File: config.mk
export PLATFORM = sky130hd
export DESIGN_NAME = uart_rx
export DESIGN_NICKNAME = d
export VERILOG_FILES = /design/src/rtl/uart_rx.sv
export SDC_FILE = /design/constraint.sdc
export NUM_CORES = 1
export LEC_CHECK = 0
export ABC_AREA = 1
export CAP_MARGIN = 20
export CORE_UTILIZATION = 53
export CTS_CLUSTER_DIAMETER = 80
export DETAILED_ROUTE_END_ITERATION = 7
export GPL_TIMING_DRIVEN = 0
export PLACE_DENSITY = 0.87
export SLEW_MARGIN = 20
export SYNTH_ARGS = -nofsm -noshare
export SYNTH_HDL_FRONTEND = slang
export SYNTH_SLANG_ARGS = --single-unit
File: constraint.sdc
create_clock -name i_Clk -period 2.35 [get_ports i_Clk]
set_input_delay 0.705 -clock i_Clk [delete_from_list [all_inputs] [get_ports i_Clk]]
set_output_delay 0.705 -clock i_Clk [all_outputs]
set_load 0.03 [all_outputs]
File: src/rtl/uart_rx.sv
// -----------------------------------------------------------------------------
// uart_rx
//
// Receive side of the UART peripheral. Recovers 8N1 frames from an
// asynchronous serial line at a programmable clocks-per-bit rate (same 16-bit
// divisor format as the transmitter) and holds the last good byte for the
// register block to read.
//
// Ports:
//   i_Clk        system clock, all logic on the rising edge
//   i_Rst_n      asynchronous active-low reset
//   i_UART_RX    asynchronous serial input, idle high
//   i_ClksPerBit bit period in i_Clk cycles, latched at start-bit detection
//   i_RdAck      one-cycle pulse: holding register consumed
//   o_Data       last successfully received byte
//   o_Valid      one-cycle pulse when a good byte is loaded into o_Data
//   o_Avail      level: an unread byte is present
//   o_Overrun    sticky: a byte arrived while o_Avail was already set
//   o_FrameErr   one-cycle pulse: stop bit sampled low
//   o_Idle       high while the receive FSM is in IDLE
//   o_State      current FSM state, for debug/observation only
//
// Handshake: o_Valid pulses for exactly one cycle together with the o_Data
// update; o_Avail rises on the same cycle and stays up until the consumer
// pulses i_RdAck, which clears o_Avail and o_Overrun on the next edge.
// There is no back-pressure: a byte arriving while o_Avail=1 still
// overwrites o_Data and sets o_Overrun, unless i_RdAck lands on that very
// load cycle, in which case the ack is taken to have consumed the previous
// byte (o_Avail=1, o_Overrun=0).
// -----------------------------------------------------------------------------
module uart_rx #(
  parameter int SYNC_STAGES = 2
) (
  input  logic        i_Clk,
  input  logic        i_Rst_n,
  input  logic        i_UART_RX,
  input  logic [15:0] i_ClksPerBit,
  input  logic        i_RdAck,
  output logic [7:0]  o_Data,
  output logic        o_Valid,
  output logic        o_Avail,
  output logic        o_Overrun,
  output logic        o_FrameErr,
  output logic        o_Idle,
  output logic [1:0]  o_State
);

  typedef enum logic [1:0] {
    S_IDLE  = 2'd0,
    S_START = 2'd1,
    S_DATA  = 2'd2,
    S_STOP  = 2'd3
  } state_t;

  // ---------------------------------------------------------------------------
  // Input synchroniser and edge detection
  // ---------------------------------------------------------------------------
  logic [SYNC_STAGES-1:0] sync_q;
  logic                   rx_s;
  logic                   rx_s_d;

  // fill_q tracks how far real line data has propagated through sync_q
  // since reset; its top bit is set once rx_s reflects the line rather than
  // the reset value of the flops.
  logic [SYNC_STAGES-1:0] fill_q;

  // armed is set once the real line has been seen high after reset. Without
  // it, a line that is low at reset release would look like a falling edge
  // (sync flops reset to 1) and start a frame in the middle of someone
  // else's character.
  logic                   armed;
  logic                   start_det;

  assign rx_s      = sync_q[SYNC_STAGES-1];
  assign start_det = armed && rx_s_d && !rx_s;

  always_ff @(posedge i_Clk or negedge i_Rst_n) begin
    if (!i_Rst_n) begin
      sync_q <= '1;
      fill_q <= '0;
      rx_s_d <= 1'b1;
      armed  <= 1'b0;
    end else begin
      sync_q <= {sync_q[SYNC_STAGES-2:0], i_UART_RX};
      fill_q <= {fill_q[SYNC_STAGES-2:0], 1'b1};
      rx_s_d <= rx_s;
      if (fill_q[SYNC_STAGES-1] && rx_s) begin
        armed <= 1'b1;
      end
    end
  end

  // ---------------------------------------------------------------------------
  // Bit timing
  // ---------------------------------------------------------------------------
  state_t      state;
  logic [15:0] cpb_q;     // divisor latched at start detect, never below 2
  logic [15:0] cnt;       // cycle counter within the current bit
  logic [2:0]  bit_idx;   // data bit being received, LSB first
  logic [7:0]  shift;     // data bits collected so far
  logic [15:0] cpb_m1;
  logic [15:0] half_m1;

  // cpb_q >= 2 always, so half is at least 1 and neither term underflows.
  assign cpb_m1  = cpb_q - 16'd1;
  assign half_m1 = (cpb_q >> 1) - 16'd1;

  // ---------------------------------------------------------------------------
  // Receive FSM and holding register
  //
  // Sample points, counted from the edge-detect cycle E:
  //   start bit at E+half, data bit i at E+half+(i+1)*cpb,
  //   stop bit at E+half+9*cpb. Results appear the cycle after the stop
  //   sample, by which time the FSM is already back in IDLE.
  // ---------------------------------------------------------------------------
  always_ff @(posedge i_Clk or negedge i_Rst_n) begin
    if (!i_Rst_n) begin
      state      <= S_IDLE;
      cpb_q      <= 16'd2;
      cnt        <= 16'd0;
      bit_idx    <= 3'd0;
      shift      <= 8'h00;
      o_Data     <= 8'h00;
      o_Valid    <= 1'b0;
      o_Avail    <= 1'b0;
      o_Overrun  <= 1'b0;
      o_FrameErr <= 1'b0;
    end else begin
      o_Valid    <= 1'b0;
      o_FrameErr <= 1'b0;

      // A good-frame load further down overrides this clear.
      if (i_RdAck) begin
        o_Avail   <= 1'b0;
        o_Overrun <= 1'b0;
      end

      case (state)
        S_IDLE: begin
          if (start_det) begin
            cpb_q <= (i_ClksPerBit < 16'd2) ? 16'd2 : i_ClksPerBit;
            cnt   <= 16'd0;
            state <= S_START;
          end
        end

        S_START: begin
          if (cnt == half_m1) begin
            cnt     <= 16'd0;
            bit_idx <= 3'd0;
            // A high line at mid start bit is a glitch: drop it silently.
            state   <= rx_s ? S_IDLE : S_DATA;
          end else begin
            cnt <= cnt + 16'd1;
          end
        end

        S_DATA: begin
          if (cnt == cpb_m1) begin
            cnt            <= 16'd0;
            shift[bit_idx] <= rx_s;
            if (bit_idx == 3'd7) begin
              state <= S_STOP;
            end else begin
              bit_idx <= bit_idx + 3'd1;
            end
          end else begin
            cnt <= cnt + 16'd1;
          end
        end

        S_STOP: begin
          if (cnt == cpb_m1) begin
            cnt   <= 16'd0;
            state <= S_IDLE;
            if (rx_s) begin
              o_Data    <= shift;
              o_Valid   <= 1'b1;
              o_Avail   <= 1'b1;
              // Coincident ack consumed the previous byte, so no overrun.
              o_Overrun <= i_RdAck ? 1'b0 : (o_Overrun | o_Avail);
            end else begin
              o_FrameErr <= 1'b1;
            end
          end else begin
            cnt <= cnt + 16'd1;
          end
        end

        default: begin
          state <= S_IDLE;
        end
      endcase
    end
  end

  assign o_Idle  = (state == S_IDLE);
  assign o_State = state;

endmodule

==> impl_metrics.toml, run 1 <==
[critical_path]
rr_worst_depth = 14
reg2reg_to = "shift[3]"
cp.required_ns = 2.59
crit_fanout = 8
r2r_start = "cpb_q[1]"
critPathKind = "reg -> reg"
reg2reg_slack_ns = -0.08
worstSetupEndpoint = "shift[3]"
endpoint_kind = "flip-flop"
crit_arrival_ns = 2.68
worstSetupStartpointType = "flip-flop"
crit_path_start = "cpb_q[1]"

[synth]
synth_top_family_by_area = "simple AND/OR/NAND/NOR gates"
synth_compound_area_share_pct = 9.13
syn_inst = 551
yosys.cell_types.count = 36
synth_flop_cell = "dfrtp_1"
yosys-top-cells-area = "dfrtp_1 36%, nand2_1 15%, xor2_1 6.0%"
seq_area_frac_synth_pct = 38.6
synth_top_area_share_pct = 36.0
synthArstFlopShare_pct = 100
synth_xor_area_share_pct = 8.98
yosysWarnings = 0
yosysMostFrequentCell = "nand2_1"
synth_area_leader_cell = "dfrtp_1"
synth_fp_nets = 576
synth_fa_ha_area_share_pct = 1.53
synth_edf_count = 0
netlist_area_mm2 = 0.00410
synthMuxAreaShare_pct = 0
ys_seq_elements = 63
syn_area_per_cell_um2 = 7.44
synthSimpleGateAreaFrac_pct = 33.3
synth_common_cells = "166 x nand2_1, 64 x inv_1, 59 x dfrtp_1, 44 x nand3_1, 43 x nor2_1"

[detailed_routing]
first_pass_iters = 5
dr_wl_met2_um = 5560
first_iter_violations = 321
drc = 0
via_per_inst = 5.36
drt-met1-wl_um = 4250
top_layer = "met4"
avgRoutedWirePerCell_um = 14.9
vias = 3803
wirelength_um = 10600
ant_nets = 0
route.met3.wl_um = 449

[clock_network]
clk_path_buf_depth = 2
clock_latency_ns = 0.35
clock_tree.htree_level_count = 3
root_buffer = "clkbuf_8"
cts_tree = "built"
cts_hold_buf = 0
numCtsBuffers = 9
numClockSinks = 63
path_clk_slew_ns = 0.07

[status]
outcome = "complete, but fails checks"
failed_checks = "negative setup slack"

[die]
core-area_mm2 = 0.00737
die_height_um = 89.9
fp.dieW_um = 89.9
rows = 31
io_pins = 35
start_util_pct = 55.6
fp.dieArea_mm2 = 0.00809

[placed_design]
routabilityCongestion = 0.888
post-place-ws_ns = -0.251
hpwl_um = 7390
io_buffer_count = 34

[sta]
clock_skew_ns = 0.00995
slew_violations = 0
setup_viol_count_final = 22
clock.fmax_mhz = 411
tns_ns = -0.728
hold_viol = 0
relSlewSlack_pct = 53.6
period_minus_slack_ns = 2.43
setup_slack_ns = -0.0847
tightestPinTransition_ns = 0.696
fin_crit_sh_pct = 104
rsz0062_at_grt = "true"

[finish]
antenna_cells = 0
syn_to_final_growth_pct = 23.6
fin_util_pct = 68.7
drive_gt1_share_pct = 18.3
nets = 631

[power]
p_leak_nw = 2.34
p_int_mw = 3.05
seq_power_share_pct = 29.2
sw_frac_of_total_pct = 44.3
ir_drop_mv = 0.880
pwr-share-comb_pct = 49.9
pwr-share-clk_pct = 20.9
p_per_area_mw_per_mm2 = 1080
p_sw_mw = 2.43

[grt]
antenna_found_initial = 0
grt_pass1_vias = 3710
gr-usage-all-layers_pct = 26.6
grt_max_degree = 39
overflow = 0
grt_first_pass_wirelength_um = 17200

[job]
cap_viol_max_count = 0

[min_path]
min_path_type = "in -> async"
## layer usage
metal,vias up,track usage (%)
li1,1851,-
met1,1806,30.7
met2,120,49.4
met3,26,3.47
met4,0,11.3
met5,-,0
## worst max-delay path, stage by stage, from the launching register on
cell	delay, ns
dfstp_2	0.56
inv_4	0.06
ha_4	0.26
xor2_1	0.16
nand3_1	0.09
nor2_1	0.09
nand2_1	0.07
nor2_2	0.13
nand2_1	0.08
nor2_2	0.13
nand2_4	0.12
nor3_4	0.34
nand3_1	0.12
nand2_1	0.08
inv_1	0.04
## worst min path at each step
stage | end | cells past startpoint
after floorplan | fill_q[1] | 0
after global routing | o_Overrun | 1
final | shift[1] | 1
after detailed placement | fill_q[1] | 0
after global placement | fill_q[1] | 0
after CTS | shift[1] | 1
## repair_timing
item,4_1_cts,5_1_grt
gates cloned,1,0
setup endpoints to repair,40,48
pin swaps,15,11
resized for setup,22,23
setup buffers,3,5
## state kept, by name, summed over array words and instances, names as in the netlist, named ones only
signal / count
o_Avail: 1
o_FrameErr: 1
sync_q: 2
bit_idx: 3
o_Overrun: 1
cnt: 16
cpb_q: 16
o_Data: 8
armed: 1
fill_q: 2
rx_s_d: 1
o_State: 1
shift: 8
o_Valid: 1
## power groups by stage
stage	combinational (mW)	clock (mW)	sequential, mW
final	2.74	1.14	1.60
after CTS	2.51	1.15	1.58
after floorplan	1.74	0	1.55
after global routing	3.00	1.20	1.62
after detailed placement	2.24	0	1.60
after global placement	2.17	0	1.58
## stage by stage
stage / std cells / total power, mW / instance area (um^2) / hold slack, ns
2_1_floorplan: 551 / 3.29 / 4100 / 0.331
3_3_place_gp: 684 / 3.75 / 4560 / 0.337
3_5_place_dp: 685 / 3.84 / 4580 / 0.349
4_1_cts: 705 / 5.25 / 4960 / 0.265
5_1_grt: 710 / 5.82 / 5060 / 0.278
6_report: 710 / 5.48 / 5060 / 0.262
## area by class of cell
class	instances	area (um^2)
Tap cell	99	124
Timing Repair Buffer	44	442
Inverter	69	267
Multi-Input combinational cell	404	2320
Fill cell	545	2300
Sequential cell	63	1580
Clock inverter	7	121
Buffer	15	86.3
Clock buffer	9	124
## placed cells by master, fill, tap and decap left out, drive strengths merged
cell / synthesis / final
nor2: 62 / 62
xor2: 28 / 28
dfrtp: 59 / 59
o21ai: 29 / 29
clkbuf: 9 / 20
nand3: 44 / 44
nand3b: 5 / 5
a22oi: 1 / 1
nand2: 174 / 174
clkinv: 2 / 6
a21o: 1 / 1
or2: 1 / 1
and2: 1 / 1
buf: 6 / 16
o22ai: 16 / 16
ha: 5 / 5
inv: 67 / 67
clkdlybuf4s50: 0 / 32
nor4: 3 / 3
a21oi: 5 / 5
nor3: 9 / 9
dfstp: 4 / 4
nand4: 5 / 5
xnor2: 14 / 14
bufinv: 0 / 3
conb: 1 / 1
## cell families (layout without fill, tap and decap cells)
kind of cell,Yosys count,count (layout)
adders and majority gates,5,5
xor gates and xnor gates,42,42
AOI/OAI and AO/OA,52,52
buffers and inverters,84,144
DFF,63,63
other,1,1
and+or+nand+nor,304,304
Note: power is estimated with default switching activity, not from simulation.
==> run 2, diff against run 1 <==
--- a/config.mk
+++ b/config.mk
@@ -7,11 +7,11 @@
 export LEC_CHECK = 0
 export ABC_AREA = 1
 export CAP_MARGIN = 20
-export CORE_UTILIZATION = 53
-export CTS_CLUSTER_DIAMETER = 80
+export CORE_UTILIZATION = 38
+export CTS_CLUSTER_DIAMETER = 50
 export DETAILED_ROUTE_END_ITERATION = 7
 export GPL_TIMING_DRIVEN = 0
-export PLACE_DENSITY = 0.87
+export PLACE_DENSITY = 0.66
 export SLEW_MARGIN = 20
 export SYNTH_ARGS = -nofsm -noshare
 export SYNTH_HDL_FRONTEND = slang
==> constraint.sdc (replaced) <==
create_clock -name i_Clk -period 2.8 [get_ports i_Clk]
set_input_delay 0.84 -clock i_Clk [delete_from_list [all_inputs] [get_ports i_Clk]]
set_output_delay 0.84 -clock i_Clk [all_outputs]
set_load 0.03 [all_outputs]
==> run 2 against run 1 <==
Compared with the run above:
- the flow now finishes without violations
- register-to-register slack gained 0.23 ns
- hold slack better by 0.079 ns
- sequential power is 18% lower
- final area is 4.1% lower
- total power fell by 24%
- routed wire length shrank 6.7%
- clock skew rose by 0.0024 ns
- via count shrank 4.3%
- global-route usage decreased by 7.8 points
- non-clock buffer count shrank 8
- largest cell class unchanged
==> impl_metrics.toml, run 2 (same netlist as run 1, synthesis figures left out) <==
[critical_path]
path_delay_family = "buffers and inverters"
worstSetupEndpoint = "o_Idle"
reg2reg_to = "shift[7]"
reg2reg_slack_ns = 0.15
cp_num_buf_inv = 2
cp_num_cells = 3
endpoint_kind = "primary output"
cp.required_ns = 1.96
crit_fanout = 9
worstPathCellList = "clkbuf_1 -> nor2_1 -> clkdlybuf4s50_1"
rr_worst_depth = 16
crit_arrival_ns = 1.87
cp_slowest_cell = "clkdlybuf4s50_1"
critPathMaxStageDelay_ns = 0.70
worstSetupStartpointType = "flip-flop"
r2r_start = "cpb_q[1]"
critPathKind = "reg -> out"

[placed_design]
routabilityCongestion = 0.938
place_inst = 722
placed_area_mm2 = 0.00463
hpwl_um = 7560
io_buffer_count = 34

[sta]
relSlewSlack_pct = 49.0
clock.fmax_mhz = 369
fin_crit_sh_pct = 96.8
tns_ns = 0
hold_viol = 0
tightestPinTransition_ns = 0.758
clock_skew_ns = 0.0123
holdWs_ns = 0.341
slew_violations = 0
setup_viol_count_final = 0
period_minus_slack_ns = 2.71

[status]
outcome = "finished clean"

[die]
start_util_pct = 39.5
fp.dieArea_mm2 = 0.0112
core-area_mm2 = 0.0104
die_height_um = 106
io_pins = 35
fp.dieW_um = 106
rows = 37

[finish]
fin_area_mm2 = 0.00486
biggestRegsByFlops = "cnt: 16 flops, cpb_q: 16 flops"
syn_to_final_growth_pct = 18.6
drive_gt1_share_pct = 12.9
layout_common_cells = "166 x nand2_1, 64 x inv_1, 59 x dfrtp_1, 44 x nand3_1, 42 x nor2_1"
layout.cells.non_filler = 739
nets = 623
layout.cells.most_common = "nand2_1"
antenna_cells = 0
fillers = 1034

[detailed_routing]
dr_wl_met2_um = 4780
drt-met1-wl_um = 4250
route.met3.wl_um = 453
first_pass_iters = 5
first_iter_violations = 122
top_layer = "met4"
drc = 0
ant_nets = 0
vias = 3641
via_per_inst = 4.93
avgRoutedWirePerCell_um = 13.3
wirelength_um = 9840

[grt]
overflow = 0
gr-usage-all-layers_pct = 18.9
grt_max_degree = 38
antenna_found_initial = 0
grt_first_pass_wirelength_um = 16600
grt_pass1_vias = 3636

[power]
ir_drop_mv = 0.298
power.total_mw = 4.18
p_leak_nw = 2.25
p_per_area_mw_per_mm2 = 859

[clock_network]
clk_path_buf_depth = 2
numClockSinks = 63
path_clk_slew_ns = 0.08
cts_tree = "built"
clock_tree.htree_level_count = 3
numCtsBuffers = 9
root_buffer = "clkbuf_8"
cts_hold_buf = 0
clock_latency_ns = 0.34

[job]
cap_viol_max_count = 0

[min_path]
min_path_type = "reg -> reg"
==> run 2: cell types whose count changed in the layout (fill, tap and decap cells not counted), moves of 3 or more <==
cell and delta:
o22ai_2 -5, o22ai_1 +5, nand2_1 +3, buf_4 -6, nor2_1 +6, nand2_4 -3
nor2_4 -5
==> run 2: cell type report <==
cell class | count | area (um^2) | area share [%]
flip-flops and latches | 63 | 1580 | 32.5
clock buffers | 10 | 128 | 2.63
well taps | 136 | 170 | 3.50
clock inverters | 6 | 93.8 | 1.93
multi-input cells | 404 | 2180 | 44.8
inverters | 69 | 260 | 5.36
repair buffers | 36 | 365 | 7.52
plain buffers | 15 | 82.6 | 1.70
==> run 2: how the worst min path moves through the flow <==
stage | from | end | slack (ns) | cells after the start
global route | sync_q[0] | sync_q[1] | 0.35 | 0
global placement | fill_q[0] | fill_q[1] | 0.33 | 0
CTS | sync_q[0] | sync_q[1] | 0.35 | 0
floorplan | fill_q[0] | fill_q[1] | 0.33 | 0
detailed placement | fill_q[0] | fill_q[1] | 0.34 | 0
finish | sync_q[0] | sync_q[1] | 0.34 | 0
==> run 2: power by group <==
part / switching [mW] / total, mW / internal [mW]
logic: 1.23 / 1.95 / 0.713
clock network: 0.405 / 0.913 / 0.508
registers: 0.238 / 1.32 / 1.08
==> run 2: timing repair <==
item                                   in CTS  in global routing
gates resized for setup                     0                  2
setup endpoints to repair                   0                 11
endpoints found under the hold margin       0                  0
buffers inserted                            0                  1
==> run 2: per-stage QoR <==
step	utilization [%]	setup slack, ns
2_1_floorplan	-	0.551
3_3_place_gp	44.4	-1.21
3_5_place_dp	44.6	0.178
4_1_cts	46.7	0.0681
5_1_grt	46.9	-0.00311
6_report	46.9	0.0901
==> run 2: routing by layer <==
| layer | GRT usage (%) | vias to the layer above |
|---|---|---|
| met5 | 0 | - |
| met4 | 8.63 | 0 |
| met3 | 3.46 | 22 |
| met2 | 33.0 | 76 |
| met1 | 22.3 | 1716 |
| li1 | - | 1827 |
